==> config.mk <==
export PLATFORM = sky130hd
export DESIGN_NAME = serial_adder_ctrl
export DESIGN_NICKNAME = d
export VERILOG_FILES = /design/src/rtl/serial_adder_pkg.sv /design/src/rtl/fa_bit_cell.sv /design/src/rtl/serial_adder_ctrl.sv
export SDC_FILE = /design/constraint.sdc
export NUM_CORES = 1
export LEC_CHECK = 0
export CORE_ASPECT_RATIO = 1.5
export CORE_MARGIN = 2
export CORE_UTILIZATION = 46
export DETAILED_ROUTE_END_ITERATION = 16
export PLACE_DENSITY = 0.74
export SETUP_SLACK_MARGIN = 0.15
export SKIP_CTS_REPAIR_TIMING = 1
export SYNTH_ARGS = -nofsm -noshare
export SYNTH_HDL_FRONTEND = slang
export SYNTH_HIERARCHICAL = 1
export SYNTH_SLANG_ARGS = --single-unit
==> constraint.sdc <==
create_clock -name clk -period 1.45 [get_ports clk]
set_clock_uncertainty 0.2 [all_clocks]
set_input_delay 0.145 -clock clk [delete_from_list [all_inputs] [get_ports clk]]
set_output_delay 0.145 -clock clk [all_outputs]
set_load 0.01 [all_outputs]
==> src/rtl/serial_adder_pkg.sv <==
// serial_adder_pkg: shared types and constants for the bit-serial adder controller.
//   state_t   : controller FSM state (IDLE, RUN, DONE), 2 bits
//   WIDTH_DEF : default operand width
//   cnt_w()   : bit-counter width for a given operand width
package serial_adder_pkg;

    localparam int WIDTH_DEF = 8;

    typedef enum logic [1:0] {IDLE, RUN, DONE} state_t;

    function automatic int cnt_w(input int w);
        return $clog2(w);
    endfunction

endpackage

==> src/rtl/fa_bit_cell.sv <==
// fa_bit_cell: purely combinational one-bit full adder.
//   a, b, ci : addend bits and carry-in
//   s        : sum bit
//   co       : carry-out (majority of the three inputs)
module fa_bit_cell (
    input  logic a,
    input  logic b,
    input  logic ci,
    output logic s,
    output logic co
);

    assign s  = a ^ b ^ ci;
    assign co = (a & b) | (a & ci) | (b & ci);

endmodule

==> src/rtl/serial_adder_ctrl.sv <==
// serial_adder_ctrl: adds two WIDTH-bit operands one bit per cycle, LSB first,
// through a single full-adder cell with a registered carry.
//   clk, rst     : clock, synchronous active-high reset
//   start        : request; accepted only when busy=0 (IDLE or DONE)
//   a, b, cin    : operands and carry-in, sampled on the accepting edge
//   busy         : high for the WIDTH cycles of RUN
//   done         : one-cycle pulse when sum/cout become valid
//   sum, cout    : result, held until the next result is delivered
module serial_adder_ctrl
    import serial_adder_pkg::*;
#(
    parameter int WIDTH = WIDTH_DEF
) (
    input  logic             clk,
    input  logic             rst,
    input  logic             start,
    input  logic [WIDTH-1:0] a,
    input  logic [WIDTH-1:0] b,
    input  logic             cin,
    output logic             busy,
    output logic             done,
    output logic [WIDTH-1:0] sum,
    output logic             cout
);

    localparam int CW = cnt_w(WIDTH);

    state_t           state_q, state_d;
    logic [WIDTH-1:0] a_q, a_d, b_q, b_d, sum_sh_q, sum_sh_d, sum_q, sum_d;
    logic [CW-1:0]    cnt_q, cnt_d;
    logic             carry_q, carry_d, cout_q, cout_d;
    logic             s, co, run, last, accept;

    fa_bit_cell u_fa (
        .a  (a_q[0]),
        .b  (b_q[0]),
        .ci (carry_q),
        .s  (s),
        .co (co)
    );

    always_ff @(posedge clk) begin
        if (rst) begin
            state_q  <= IDLE;
            a_q      <= '0;
            b_q      <= '0;
            sum_sh_q <= '0;
            sum_q    <= '0;
            cnt_q    <= '0;
            carry_q  <= 1'b0;
            cout_q   <= 1'b0;
        end else begin
            state_q  <= state_d;
            a_q      <= a_d;
            b_q      <= b_d;
            sum_sh_q <= sum_sh_d;
            sum_q    <= sum_d;
            cnt_q    <= cnt_d;
            carry_q  <= carry_d;
            cout_q   <= cout_d;
        end
    end

    always_comb begin
        run      = state_q == RUN;
        last     = run && cnt_q == CW'(WIDTH - 1);
        accept   = start && !run;
        state_d  = run ? (last ? DONE : RUN) : (start ? RUN : IDLE);
        a_d      = accept ? a : (run ? a_q >> 1 : a_q);
        b_d      = accept ? b : (run ? b_q >> 1 : b_q);
        carry_d  = accept ? cin : (run ? co : carry_q);
        sum_sh_d = accept ? '0 : (run ? {s, sum_sh_q[WIDTH-1:1]} : sum_sh_q);
        // counter holds on the final RUN cycle so it never wraps
        cnt_d    = accept ? '0 : ((run && !last) ? cnt_q + 1'b1 : cnt_q);
        sum_d    = last ? {s, sum_sh_q[WIDTH-1:1]} : sum_q;
        cout_d   = last ? co : cout_q;
    end

    always_comb begin
        busy = state_q == RUN;
        done = state_q == DONE;
        sum  = sum_q;
        cout = cout_q;
    end

endmodule

==> results of run 1 <==
## cells in the mapped netlist (all sizes together)
cell type	count	share of area
nor2	18	0.042
nand3b	1	0.0045
clkbuf	2	0.0045
nor2b	1	0.0037
nand2b	1	0.0037
nand3	9	0.027
a21o	1	0.0045
nand2	25	0.056
nor3	2	0.0060
nor3b	1	0.0075
mux2i	17	0.10
xnor2	1	0.0052
o21ai	2	0.0060
a21oi	19	0.077
inv	1	0.0037
a211oi	15	0.11
fa	1	0.012
buf	11	0.054
dfxtp	38	0.45
ha	2	0.015
## stage by stage
step / TNS [ns] / cell area, um^2
finish: 0 / 2442
floorplan: 0 / 1709
detailed placement: -1.432 / 2091
global placement: -0.6779 / 2091
CTS: -2.029 / 2205
global route: -0.3061 / 2442
## sequential cells by signal, summed over array words and instances, names as in the netlist
register and count:
a_q 8, b_q 8, sum 8, sum_sh_q 7, cnt_q 3, state_q 2, carry_q 1, cout 1
## cell families (layout without fill, tap and decap cells)
family	after synthesis	count (layout)	share of synthesized area
buffers and inverters	14	59	0.06203
DFF	38	38	0.4544
and+or+nand+nor	58	58	0.1502
AOI/OAI and AO/OA	37	37	0.1996
muxes	17	17	0.1016
adders and majority gates	3	3	0.02690
xor gates and xnor gates	1	1	0.005233
## cells in the final DEF (no fill, tap or decap), drive strengths merged
| master | netlist | layout |
|---|---|---|
| dlymetal6s2s | 0 | 9 |
| nand3 | 9 | 9 |
| a21oi | 19 | 19 |
| nor3 | 2 | 2 |
| fa | 1 | 1 |
| a211oi | 15 | 15 |
| bufinv | 0 | 1 |
| clkdlybuf4s50 | 0 | 19 |
| nor2b | 1 | 1 |
| nor3b | 1 | 1 |
| mux2i | 17 | 17 |
| inv | 1 | 1 |
| a21o | 1 | 1 |
| xnor2 | 1 | 1 |
| clkbuf | 2 | 6 |
| buf | 11 | 21 |
| clkinvlp | 0 | 2 |
| ha | 2 | 2 |
| nand2b | 1 | 1 |
| o21ai | 2 | 2 |
| dfxtp | 38 | 38 |
| nand2 | 25 | 25 |
| nand3b | 1 | 1 |
| nor2 | 18 | 18 |
## layer usage
metal,vias to the layer above,wire length (um),track usage,part of all wire
met4,0,65,0.08462,0.017
met3,10,191,0.06731,0.049
li1,663,-,-,-
met1,650,1475,0.1841,0.38
met5,-,0,0,0
met2,34,2136,0.3222,0.55
## final timing paths
path                                            start             endpoint  depth (start not counted)
worst min register to register    sum[3]$_SDFFE_PP0P_  sum[3]$_SDFFE_PP0P_                          2
worst max-delay path            cnt_q[1]$_SDFFE_PP0P_    cout$_SDFFE_PP0P_                          6
worst max register to register  cnt_q[1]$_SDFFE_PP0P_    cout$_SDFFE_PP0P_                          6
worst min-delay path              sum[3]$_SDFFE_PP0P_  sum[3]$_SDFFE_PP0P_                          2
## power by group
part	internal (mW)	switching, mW
clock	0.511	0.395
combinational	0.203	0.181
sequential	1.10	0.0361
total	1.81	0.612
## tightest hold or removal path, cell delays in order (launching register included)
cell and delay, ns:
dfxtp_1 0.32, nand2_2 0.06, a21oi_2 0.04
## cell type report
type	instances	share of cell area
Clock buffer	5	0.02818
Sequential cell	38	0.3140
Tap cell	42	0.02152
Multi-Input combinational cell	116	0.3940
Timing Repair Buffer	50	0.2213
Clock inverter	3	0.01844
Inverter	1	0.002561
==> flow_summary.yaml, run 1 <==
cells_and_area:
  ff_latch_area_um2: 767.0
  fin_cells: 255
  drive_gt1_frac: 0.4225
  layout.nets: 235
  num-fill-cells: 277
  areaGrowthSynthToFinish_pct: 45.89
  antennaDiodeCount: 0
  fin_util: 0.7083
  multiInputGateArea_um2: 962.2
power_and_ir_drop:
  peakVddDrop_mv: 0.8687
  p_total_mw: 2.422
  powerDensity_nw_per_um2: 991.6
  p_leak_nw: 1.040
outcome:
  status: "finished clean"
drt:
  route.detailed.drc: 0
  drt-initial-drc-count: 18
  vias: 1357
  wl_um: 3869
  firstDrtPassIters: 4
  vias_per_cell: 5.322
  wl_per_cell_um: 15.17
  ant_nets: 0
global_routing:
  grt_max_degree: 19
  grt_pass1_vias: 1371
  grt_use_total: 0.1842
  grt_pass1_wl_um: 5678
  globalRouteOverflowTotal: 0
  antenna_found_initial: 0
critical_path:
  cp_slowest_cell: "dfxtp_2"
  critPathTopFamily: "flip-flops"
  cp.arrival_ns: 1.46
  rrSetupSlack_ns: 0.01
  cp-end-kind: "flop"
  worstPathMaxFanout: 5
  cpMostUsedCell: "ha_4"
  cp_cell_sequence: "ha_4 > ha_4 > nand3b_1 > buf_6 > nand2_4 > a21oi_2"
  max_stage_delay_ns: 0.34
  worst_setup_path_start_kind: "flop"
  worst-path-buf-inv: 1
  crit_required_ns: 1.48
  critPathKind: "flop to flop"
synthesis:
  avgSynthCellArea_um2: 9.965
  ys_ff_latch: 38
  synthesis.area_um2: 1674
  syn_inst: 168
  syn_nets: 191
  synth_cell_types: 24
  yosysSeqAreaShare: 0.4544
  synth_warnings: 6
flow_run:
  maxCapViolCount: 0
floorplanning:
  fp.dieH_um: 77.89
  num_rows: 26
  num_io_pins: 31
  dieArea_um2: 4148
  initial_core_util: 0.4855
  coreArea_um2: 3448
  die_w_um: 53.26
timing:
  tightest_slew_ns: 0.2214
  fin_hold_ws_ns: 0.2681
  fmax_mhz: 696.6
  timing.final.hold_violations: 0
  finalSetupViolCount: 0
  final_max_slew_viol_count: 0
  fin_crit_ns: 1.436
  finalWorstSetupSlack_ns: 0.01442
  relSlewSlack: 0.8482
  period_share: 0.9901
  rsz0062_at_grt: "yes"
clock_network:
  cts_tree: "done"
  cts_made_buffers: 5
  htreeDepth: 2
  cts-root-buf: "clkbuf_8"
  cts_max_path_buffers: 2
  cts_sinks: 38
  clk_latency_ns: 0.30
  clk_pin_slew_worst_paths_ns: 0.07
placement:
  dpl.hpwl_um: 2507
  gp_congestion: 0.7963
  port_buffers: 30
  pre_cts_ws_ns: -0.1013
  place_inst: 242
min_path:
  hp-class: "flop to flop"
(Power assumes the default switching activity.)
==> run 2: changes to the inputs <==
- GPL_ROUTABILITY_DRIVEN: unset -> 0
==> results of run 2 <==
The final DEF is identical to that of run 1; final timing and power are the same.
==> run 3: changes to the inputs <==
- CORE_UTILIZATION: 46 -> 45
- PLACE_DENSITY: 0.74 -> 0.73
==> run 3 against run 2 <==
Net effect:
- the run now ends with negative setup slack left
- sequential cell count unchanged
- clock power up 19%
- global-route usage up 0.15 points
- sequential share of layout area about the same
- total power up 7.6%
- critical path type unchanged
- highest routed layer unchanged
==> flow_summary.yaml, run 3 (synthesis results as in run 1) <==
timing:
  tightest_slew_ns: 0.2817
  finalWorstSetupSlack_ns: -0.01091
  finalSetupViolCount: 2
  fin_hold_ws_ns: 0.2693
  fin_tns_setup_ns: -0.01648
  fin_crit_ns: 1.461
  final_max_slew_viol_count: 0
  rsz0062_at_grt: "yes"
  fmax_mhz: 684.5
  timing.final.hold_violations: 0
  relSlewSlack: 0.8120
  period_share: 1.008
power_and_ir_drop:
  swShare: 0.2353
  p_sw_mw: 0.6132
  p_total_mw: 2.606
  p_leak_nw: 1.062
  pwr-share-seq: 0.433
  internal_power_mw: 1.993
  clockPowerShare: 0.416
  powerDensity_nw_per_um2: 1062
  combPwrFrac: 0.151
  peakVddDrop_mv: 0.9603
clock_network:
  cts_made_buffers: 5
  cts_max_path_buffers: 2
  cts_sinks: 38
  htreeDepth: 2
  clk_pin_slew_worst_paths_ns: 0.07
  cts_tree: "done"
  clk_latency_ns: 0.30
  cts-root-buf: "clkbuf_8"
critical_path:
  r2r.worst_path.cells: 5
  cpMostUsedCell: "ha_4"
  cp.arrival_ns: 1.49
  cp_slowest_cell: "dfxtp_4"
  r2r_end: "cnt_q[1]$_SDFFE_PP0P_"
  worstPathMaxFanout: 4
  crit_required_ns: 1.48
  worst_setup_path_start_kind: "flop"
  worst_r2r_startpoint: "cnt_q[0]$_SDFFE_PP0P_"
  cp-end-kind: "flop"
  rrSetupSlack_ns: -0.01
  critPathKind: "flop to flop"
  cp_cell_sequence: "ha_4 > ha_4 > nor3b_4 > nand2_1 > a21oi_2"
  max_stage_delay_ns: 0.35
floorplanning:
  fp.dieH_um: 78.70
  coreArea_um2: 3615
  initial_core_util: 0.4631
  num_rows: 27
  dieArea_um2: 4234
  die_w_um: 53.80
  num_io_pins: 31
drt:
  ant_nets: 0
  vias: 1344
  firstDrtPassIters: 4
  wl_um: 3903
  wl_per_cell_um: 15.37
  drt-initial-drc-count: 31
  route.detailed.drc: 0
  vias_per_cell: 5.291
global_routing:
  globalRouteOverflowTotal: 0
  grt_pass1_wl_um: 5658
  grt_max_degree: 20
  antenna_found_initial: 0
  grt_use_total: 0.1857
  grt_pass1_vias: 1280
min_path:
  hold_path_end: "cout$_SDFFE_PP0P_"
  hp-class: "flop to flop"
  hold_start: "cout$_SDFFE_PP0P_"
  whs_path_depth: 2
outcome:
  status: "finished, violations left"
  violations: "negative setup slack"
cells_and_area:
  final_common_cell: "dfxtp_1"
  layout.nets: 233
  antennaDiodeCount: 0
  most-common-layout-cells: "32 x dfxtp_1, 19 x clkdlybuf4s50_1, 17 x a21oi_2, 17 x mux2i_1"
  final_area_um2: 2455
  drive_gt1_frac: 0.4218
  areaGrowthSynthToFinish_pct: 46.64
flow_run:
  maxCapViolCount: 0
placement:
  pre_cts_ws_ns: -0.08033
  placed_cell_area_um2: 2097
  dpl.hpwl_um: 2438
  port_buffers: 30
run 3: changes by cell type in the layout (fill, tap and decap cells not counted), sizes merged:
cell | before | now
clkinvlp | 2 | 0
bufinv | 1 | 2
clkbuf | 6 | 7
clkinv | 0 | 1
buf | 21 | 18
run 3: layer usage:
| metal | vias up | GRT usage | routed length, um |
|---|---|---|---|
| met2 | 26 | 0.2951 | 2148 |
| li1 | 664 | - | - |
| met4 | 0 | 0.09231 | 85 |
| met3 | 6 | 0.06579 | 151 |
| met1 | 648 | 0.2130 | 1518 |
| met5 | - | 0 | 0 |
run 3: cell type report:
| type | instances | area, um^2 |
|---|---|---|
| timing repair buffer | 48 | 545.5 |
| clock inverter | 3 | 68.82 |
| clock buffer | 5 | 68.82 |
| multi-input combinational | 116 | 940.9 |
| sequential | 38 | 770.7 |
| inverter | 1 | 6.256 |
| fill | 268 | 1160 |
| tap | 43 | 53.80 |
run 3: power by group through the flow:
stage          combinational (mW)  clock (mW)  sequential, mW
3_5_place_dp                0.332           0            1.15
2_1_floorplan               0.228           0            1.14
5_1_grt                     0.425        1.15            1.13
3_3_place_gp                0.319           0            1.15
4_1_cts                     0.334        1.10            1.12
6_report                    0.394        1.08            1.13
run 3: worst max path at each step:
stage / start / cells past startpoint / endpoint / slack [ns]
after global routing: cnt_q[0]$_SDFFE_PP0P_ / 6 / sum[3]$_SDFFE_PP0P_ / -0.06
after CTS: state_q[1]$_SDFF_PP0_ / 3 / busy / -0.37
after global placement: start / 5 / cnt_q[0]$_SDFFE_PP0P_ / -0.06
final: cnt_q[0]$_SDFFE_PP0P_ / 5 / cnt_q[1]$_SDFFE_PP0P_ / -0.01
after floorplan: cnt_q[0]$_SDFFE_PP0P_ / 5 / cnt_q[0]$_SDFFE_PP0P_ / 0.07
after detailed placement: start / 4 / a_q[4]$_SDFFE_PP0P_ / -0.08
run 3: stage by stage:
step                std cells  utilization
floorplan                 168            -
global placement          242       0.5801
detailed placement        242       0.5801
CTS                       250       0.6182
global route              254       0.6791
finish                    254       0.6791
run 3: worst max-delay path: cells and delay by family, from the launching register on:
kind,cells,cell delay [ns]
flops,1,0.35
simple gates,2,0.40
compound gates,1,0.12
fa+ha+maj,2,0.33
